$ cat src/rtl/mc_pkg.sv
// mc_pkg: constants shared by the multi-cycle controller.
//   state_e     : FSM state codes (also driven out on the 4-bit state port)
//   Alu*        : 3-bit ALUControl operation codes
//   Fn*         : Funct[4:1] opcode values recognised by the ALU decoder
//   IsMulPat    : Instr[7:4] value that marks a multiply
package mc_pkg;

   typedef enum logic [3:0] {
      StFetch   = 4'd0,
      StDecode  = 4'd1,
      StMemAdr  = 4'd2,
      StMemRead = 4'd3,
      StMemWb   = 4'd4,
      StMemWr   = 4'd5,
      StExecR   = 4'd6,
      StExecI   = 4'd7,
      StAluWb   = 4'd8,
      StBranch  = 4'd9,
      StMulExec = 4'd10,
      StMulWait = 4'd11
   } state_e;

   localparam logic [2:0] AluAdd = 3'b000;
   localparam logic [2:0] AluSub = 3'b001;
   localparam logic [2:0] AluAnd = 3'b010;
   localparam logic [2:0] AluOrr = 3'b011;
   localparam logic [2:0] AluMul = 3'b100;
   localparam logic [2:0] AluEor = 3'b101;
   localparam logic [2:0] AluMov = 3'b110;

   localparam logic [3:0] FnAnd = 4'b0000;
   localparam logic [3:0] FnEor = 4'b0001;
   localparam logic [3:0] FnSub = 4'b0010;
   localparam logic [3:0] FnAdd = 4'b0100;
   localparam logic [3:0] FnTst = 4'b1000;
   localparam logic [3:0] FnCmp = 4'b1010;
   localparam logic [3:0] FnOrr = 4'b1100;
   localparam logic [3:0] FnMov = 4'b1101;

   localparam logic [3:0] IsMulPat = 4'b1001;

endpackage

$ cat src/rtl/mc_alu_dec.sv
// mc_alu_dec: ALU operation / flag-write decoder for mc_control.
// Optional multiply decode is compiled in with MC_CONTROL_MUL_EN.
//   i_alu_op       : decoder enable (FSM is in an ALU state)
//   i_op, i_funct  : Instr[27:26], Instr[25:20]
//   i_is_mul       : Instr[7:4]
//   o_alu_control  : operation code, zero-extended to ALUCTRL_W
//   o_flag_w       : flag write enables {NZ, CV}
//   o_op_mul       : instruction is a multiply (state independent)
//   o_no_wb        : instruction is CMP/TST, so no register write-back
module mc_alu_dec #(
   parameter int unsigned ALUCTRL_W = 3
) (
   input  logic                 i_alu_op,
   input  logic [1:0]           i_op,
   input  logic [5:0]           i_funct,
   input  logic [3:0]           i_is_mul,
   output logic [ALUCTRL_W-1:0] o_alu_control,
   output logic [1:0]           o_flag_w,
   output logic                 o_op_mul,
   output logic                 o_no_wb
);
   import mc_pkg::*;

   logic [2:0] w_code;
   logic       w_arith;   // op updates C/V flags
   logic       w_cmp_tst;
   logic       w_op_mul;

`ifdef MC_CONTROL_MUL_EN
   assign w_op_mul = (i_op == 2'b00) && (i_funct[5:4] == 2'b00) && (i_is_mul == IsMulPat);
`else
   logic w_unused;
   assign w_op_mul = 1'b0;
   assign w_unused = ^{i_op, i_is_mul, i_funct[5]};
`endif

   always_comb begin
      w_code    = AluAdd;
      w_arith   = 1'b0;
      w_cmp_tst = 1'b0;
      case (i_funct[4:1])
         FnAdd: begin w_code = AluAdd; w_arith = 1'b1; end
         FnSub: begin w_code = AluSub; w_arith = 1'b1; end
         FnAnd: begin
            if (w_op_mul) begin
               w_code  = AluMul;
               w_arith = 1'b1;
            end else begin
               w_code  = AluAnd;
            end
         end
         FnOrr: w_code = AluOrr;
         FnEor: w_code = AluEor;
         FnMov: w_code = AluMov;
         FnCmp: begin w_code = AluSub; w_arith = 1'b1; w_cmp_tst = 1'b1; end
         FnTst: begin w_code = AluAnd; w_cmp_tst = 1'b1; end
         default: w_code = AluAdd;
      endcase
   end

   always_comb begin
      o_alu_control = '0;
      o_flag_w      = 2'b00;
      if (i_alu_op) begin
         o_alu_control = ALUCTRL_W'(w_code);
         o_flag_w[1]   = i_funct[0] | w_cmp_tst;
         o_flag_w[0]   = i_funct[0] & w_arith;
      end
   end

   assign o_op_mul = w_op_mul;
   assign o_no_wb  = w_cmp_tst;

endmodule

$ cat src/rtl/mc_control.sv
// mc_control: multi-cycle processor main controller (Moore FSM + ALU decode).
// Optional feature macro: MC_CONTROL_MUL_EN (adds MULEXEC/MULWAIT, timeout, MulErr).
//   clk, reset               : clock, synchronous active-high reset
//   Op, Funct, Rd, IsMul     : instruction fields
//   MulDone                  : multiplier result valid (looked at in MULWAIT only)
//   PCS, NextPC, RegW, MemW  : to condlogic
//   IRWrite, AdrSrc, ALUSrcA, ResultSrc, ALUSrcB : datapath controls
//   FlagW, ALUControl, ImmSrc, RegSrc            : decode outputs
//   opMul, MulStart, MulErr, state               : multiply status, current state code
module mc_control #(
   parameter int unsigned ALUCTRL_W   = 3,
   parameter int unsigned MUL_TIMEOUT = 16
) (
   input  logic                 clk,
   input  logic                 reset,
   input  logic [1:0]           Op,
   input  logic [5:0]           Funct,
   input  logic [3:0]           Rd,
   input  logic [3:0]           IsMul,
   input  logic                 MulDone,
   output logic                 PCS,
   output logic                 NextPC,
   output logic                 RegW,
   output logic                 MemW,
   output logic                 IRWrite,
   output logic                 AdrSrc,
   output logic                 ALUSrcA,
   output logic [1:0]           ResultSrc,
   output logic [1:0]           ALUSrcB,
   output logic [1:0]           FlagW,
   output logic [ALUCTRL_W-1:0] ALUControl,
   output logic [1:0]           ImmSrc,
   output logic [1:0]           RegSrc,
   output logic                 opMul,
   output logic                 MulStart,
   output logic                 MulErr,
   output logic [3:0]           state
);
   import mc_pkg::*;

   state_e r_state, w_state_next;
   logic   w_irwrite, w_nextpc, w_regw, w_memw, w_branch, w_alu_op;
   logic   w_op_mul, w_no_wb;

   mc_alu_dec #(
      .ALUCTRL_W (ALUCTRL_W)
   ) u_alu_dec (
      .i_alu_op      (w_alu_op),
      .i_op          (Op),
      .i_funct       (Funct),
      .i_is_mul      (IsMul),
      .o_alu_control (ALUControl),
      .o_flag_w      (FlagW),
      .o_op_mul      (w_op_mul),
      .o_no_wb       (w_no_wb)
   );

`ifdef MC_CONTROL_MUL_EN
   localparam logic [7:0] TimeoutLast = 8'(MUL_TIMEOUT - 1);
   logic [7:0] r_cnt, w_cnt_next;
   logic       r_mul_err, w_mul_err_next;
   logic       w_mul_start;
`else
   logic w_unused;
   assign w_unused = MulDone ^ (MUL_TIMEOUT == 32'd0);
`endif

   // State register
   always_ff @(posedge clk) begin
      if (reset) begin
         r_state   <= StFetch;
`ifdef MC_CONTROL_MUL_EN
         r_cnt     <= '0;
         r_mul_err <= 1'b0;
`endif
      end else begin
         r_state   <= w_state_next;
`ifdef MC_CONTROL_MUL_EN
         r_cnt     <= w_cnt_next;
         r_mul_err <= w_mul_err_next;
`endif
      end
   end

   // Next-state logic
   always_comb begin
      w_state_next = StFetch;
`ifdef MC_CONTROL_MUL_EN
      w_cnt_next     = r_cnt;
      w_mul_err_next = r_mul_err;
`endif
      case (r_state)
         StFetch:   w_state_next = StDecode;
         StDecode: begin
            case (Op)
               2'b01: w_state_next = StMemAdr;
               2'b00: begin
                  w_state_next = Funct[5] ? StExecI : StExecR;
`ifdef MC_CONTROL_MUL_EN
                  if (w_op_mul) w_state_next = StMulExec;
`endif
               end
               2'b10: w_state_next = StBranch;
               default: w_state_next = StFetch;
            endcase
         end
         StMemAdr:  w_state_next = Funct[0] ? StMemRead : StMemWr;
         StMemRead: w_state_next = StMemWb;
         StExecR:   w_state_next = StAluWb;
         StExecI:   w_state_next = StAluWb;
`ifdef MC_CONTROL_MUL_EN
         StMulExec: begin
            w_state_next = StMulWait;
            w_cnt_next   = '0;
         end
         StMulWait: begin
            // MulDone wins even on the last permitted cycle
            if (MulDone) begin
               w_state_next = StAluWb;
            end else if (r_cnt == TimeoutLast) begin
               w_state_next   = StFetch;
               w_mul_err_next = 1'b1;
            end else begin
               w_state_next = StMulWait;
               w_cnt_next   = r_cnt + 8'd1;
            end
         end
`endif
         default:   w_state_next = StFetch;
      endcase
   end

   // Moore outputs
   always_comb begin
      w_irwrite = 1'b0;
      w_nextpc  = 1'b0;
      w_regw    = 1'b0;
      w_memw    = 1'b0;
      w_branch  = 1'b0;
      w_alu_op  = 1'b0;
      AdrSrc    = 1'b0;
      ALUSrcA   = 1'b0;
      ALUSrcB   = 2'b00;
      ResultSrc = 2'b00;
`ifdef MC_CONTROL_MUL_EN
      w_mul_start = 1'b0;
`endif
      case (r_state)
         StFetch: begin
            w_irwrite = 1'b1;
            w_nextpc  = 1'b1;
            ALUSrcA   = 1'b1;
            ALUSrcB   = 2'b10;
            ResultSrc = 2'b10;
         end
         StDecode: begin
            ALUSrcA   = 1'b1;
            ALUSrcB   = 2'b10;
            ResultSrc = 2'b10;
         end
         StMemAdr:  ALUSrcB = 2'b01;
         StBranch: begin
            ALUSrcB   = 2'b01;
            ResultSrc = 2'b10;
            w_branch  = 1'b1;
         end
         StMemRead: AdrSrc = 1'b1;
         StMemWr: begin
            AdrSrc = 1'b1;
            w_memw = 1'b1;
         end
         StMemWb: begin
            ResultSrc = 2'b01;
            w_regw    = 1'b1;
         end
         StExecR:   w_alu_op = 1'b1;
         StExecI: begin
            ALUSrcB  = 2'b01;
            w_alu_op = 1'b1;
         end
         StAluWb:   w_regw = ~w_no_wb;
`ifdef MC_CONTROL_MUL_EN
         StMulExec: begin
            w_mul_start = 1'b1;
            w_alu_op    = 1'b1;
         end
         StMulWait: w_alu_op = 1'b1;
`endif
         default: ;
      endcase
   end

   // Side-effecting strobes are held off for the whole reset cycle
   assign IRWrite = w_irwrite & ~reset;
   assign NextPC  = w_nextpc & ~reset;
   assign RegW    = w_regw & ~reset;
   assign MemW    = w_memw & ~reset;
   assign PCS     = ((Rd == 4'hF) & RegW) | w_branch;
   assign ImmSrc  = Op;
   assign RegSrc  = {Op == 2'b01, Op == 2'b10};
   assign opMul   = w_op_mul;
   assign state   = r_state;

`ifdef MC_CONTROL_MUL_EN
   assign MulStart = w_mul_start & ~reset;
   assign MulErr   = r_mul_err;
`else
   assign MulStart = 1'b0;
   assign MulErr   = 1'b0;
`endif

endmodule

$ cat config.mk
export PLATFORM = sky130hd
export DESIGN_NAME = mc_control
export DESIGN_NICKNAME = d
export VERILOG_FILES = /design/src/rtl/mc_pkg.sv /design/src/rtl/mc_alu_dec.sv /design/src/rtl/mc_control.sv
export SDC_FILE = /design/constraint.sdc
export NUM_CORES = 1
export LEC_CHECK = 0
export BUFFER_PORTS_ARGS = -buffer_cell sky130_fd_sc_hd__buf_2
export CAP_MARGIN = 20
export CORE_AREA = 2 2 39 41
export CTS_BUF_LIST = sky130_fd_sc_hd__clkbuf_8
export DETAILED_ROUTE_END_ITERATION = 16
export DIE_AREA = 0 0 41 43
export PLACE_DENSITY = 0.83
export SLEW_MARGIN = 20
export SYNTH_ARGS = -nofsm -noshare
export SYNTH_HDL_FRONTEND = slang
export SYNTH_SLANG_ARGS = --single-unit
$ cat constraint.sdc
create_clock -name clk -period 3.36 [get_ports clk]
set_input_delay 0.672 -clock clk [delete_from_list [all_inputs] [get_ports clk]]
set_output_delay 0.672 -clock clk [all_outputs]
set_load 0.1 [all_outputs]
==> metrics.md <==
| Metric | Value |
|---|---|
| Status | complete, no violations |
| Post-layout util | 53.07% |
| Register area | 80.08 sq um |
| EDFF count, synth | 0 |
| Multi-input gate area | 396.6 sq um |
| Post-route ant nets | 0 |
| Lkg Pwr | 0.0003663 uW |
| WHS | 0.6614 ns |
| Vias in the first global route | 502 |
| Critical-path cell list | and3b_1, o21ai_0, a21oi_2, buf_2 |
| Overall power | 358.8 uW |
| DR iter-0 viols | 8 |
| CP Class | register to primary output |
| Max Slew Vio Count | 0 |
| Final hold violation count | 0 |
| Synth top area share | 15.35% |
| Io pins | 46 |
| Worst path buffer plus inverter count | 1 |
| Die ar. | 0.001763 sq mm |
| Worst Skew | 0.002282 ns |
| Synth top cells by count | nor2_1 (9), buf_4 (7), nor3_1 (6) |
| Drt drc | 0 |
| Least-Margin Pin Slew | 0.7655 ns |
| Achievable Freq | 383.1 MHz |
| #FFs+latches synth | 4 |
| Number of synthesis warnings | 0 |
| Diodes inserted | 0 |
| Synthesized area | 521.8 sq um |
| Async set-reset flop share out of synthesis | 0% |
| P&R area growth vs syn | 40.77% |
| Routed vias/inst | 5.049 |
| Syn_area_per_cell | 6.865 sq um |
| Via count | 621 |
| Final setup viols | 0 |
| Drt total wl | 1364 microns |
| Die Wd | 41 microns |
| Critical Path Source Type | register |
| Seq/Total Area, Yosys | 15.35% |
| Initial core utilization | 37.70% |
| Tot GR Track Use | 16.42% |
| Dominant cells by area after synthesis | dfxtp_1 (15%), buf_4 (10%), nor2_1 (6.5%), nor3_1 (5.8%), a21oi_1 (4.8%) |
| Inst Count DP | 120 |
| Setup WS pre-CTS | 0.8545 ns |
| Power density over cell area | 488.5 mW/mm^2 |
| Worst vdd ir | 0.2169 mV |
| Pre-antenna DRT Iters | 4 |
| CTS hold repair buffers | 0 |
| CP max stage delay | 0.81 ns |
| Drt wl/cell | 11.09 microns |
| Most numerous cell in the Yosys netlist | nor2_1 |
| First-pass GRT wire length | 2007 microns |
| CTS Buffer Depth | 2 |
| Layout fillers | 140 |
| Total gr overflow | 0 |
| Max transition margin | 48.90% |
| CP Max Fanout | 20 |
| Synth Instances | 76 |
| Clock sink count | 4 |
| Critical-path top delay cell | dfxtp_1 |
| Site Rows | 14 |
| RSZ-0062 raised after global routing | false |
| Max-cap viol count | 0 |
| Top FF cell, synth | dfxtp_1 |
| Worst-path clk slew | 0.03 ns |
| Post-CTS Setup Bufs | 0 |
| Root buffer cell | clkbuf_8 |
| Latest clock arrival within the worst-skew pair | 0.21 ns |
| Final GP Congestion | 0.6521 |
| Pin count of the biggest net entering global routing | 21 |
| Fin crit period | 2.610 ns |
| CP top delay family | flip-flops |
| Cts bufs inserted | 3 |
| Port bufs | 37 |
| Die height | 43 microns |
| DPL Wire Length | 1055 microns |
| Layout cell share with drive strength beyond 1 | 49.53% |
| Max reg flops | 4 |
| H-tree depth | 1 |
| Initial antenna violation count | 0 |
| Final WS setup | 0.7495 ns |
| Fin cells | 123 |
| Post-synthesis cell type count | 36 |
| Resize count post-CTS | 0 |
| CP endpoint kind | primary output |
| HP Class | register to register |
| Worst path required time | 2.69 ns |
| Period utilisation layout | 77.69% |
| Final #Nets | 128 |
| Core ar. | 0.001384 sq mm |
| Worst Path Arrival | 1.94 ns |
| Clock tree from TritonCTS | done |
| Yosys top cell by area | dfxtp_1 |
-- stage by stage --
step           area (sq um)  setup TNS, ns
3_3_place_gp          693.2              0
4_1_cts               734.5              0
6_report              734.5              0
3_5_place_dp          693.2              0
5_1_grt               734.5              0
2_1_floorplan         565.5         -3.627
-- worst paths after layout --
check | to | depth (start not counted) | startpoint | slack (ns)
max | ALUControl[0] | 4 | state[1] | 0.75
min | state[0] | 1 | state[0] | 0.66
max reg2reg | state[1] | 3 | state[0] | 1.92
min reg2reg | state[0] | 1 | state[0] | 0.66
-- cells in the final DEF (no fill, tap or decap), types with 2 or more instances in the layout --
cell	instances
dfxtp_1	4
and3_1	2
clkbuf_8	3
nand2_1	2
nor3_1	5
buf_2	37
and2_1	2
o21ai_0	4
nor2b_1	2
inv_1	3
nor3b_1	2
a21oi_1	4
nor2_1	9
a21oi_2	3
conb_1	3
-- report_power, final --
| group | internal [uW] | switching [uW] |
|---|---|---|
| Combinational | 33.0 | 162 |
| Clock | 76.2 | 23.1 |
| Sequential | 51.1 | 13.1 |
-- kinds of logic after synthesis --
| group | share of synthesized area [%] |
|---|---|
| and+or+nand+nor | 45.57 |
| DFF | 15.35 |
| muxes | 1.919 |
| buffers and inverters | 17.03 |
| other | 0.7187 |
| xor gates and xnor gates | 1.679 |
| AOI/OAI and AO/OA | 17.75 |
-- cell type report --
| cell class | count | area share (%) |
|---|---|---|
| clock buffer | 3 | 5.622 |
| sequential | 4 | 10.90 |
| inverter | 3 | 1.533 |
| tap | 16 | 2.726 |
| multi-input combinational | 60 | 54.00 |
| timing repair buffer | 37 | 25.21 |
-- metal layers --
layer | part of all wire, % | global-route usage, % | vias up | wire length [microns]
li1 | - | - | 318 | -
met1 | 42 | 18.47 | 278 | 574
met2 | 51 | 27.50 | 25 | 689
met3 | 7.3 | 1.571 | 0 | 100
met4 | 0 | 10.00 | 0 | 0
met5 | 0 | 0 | - | 0
Power figures use the tool's default switching activity.
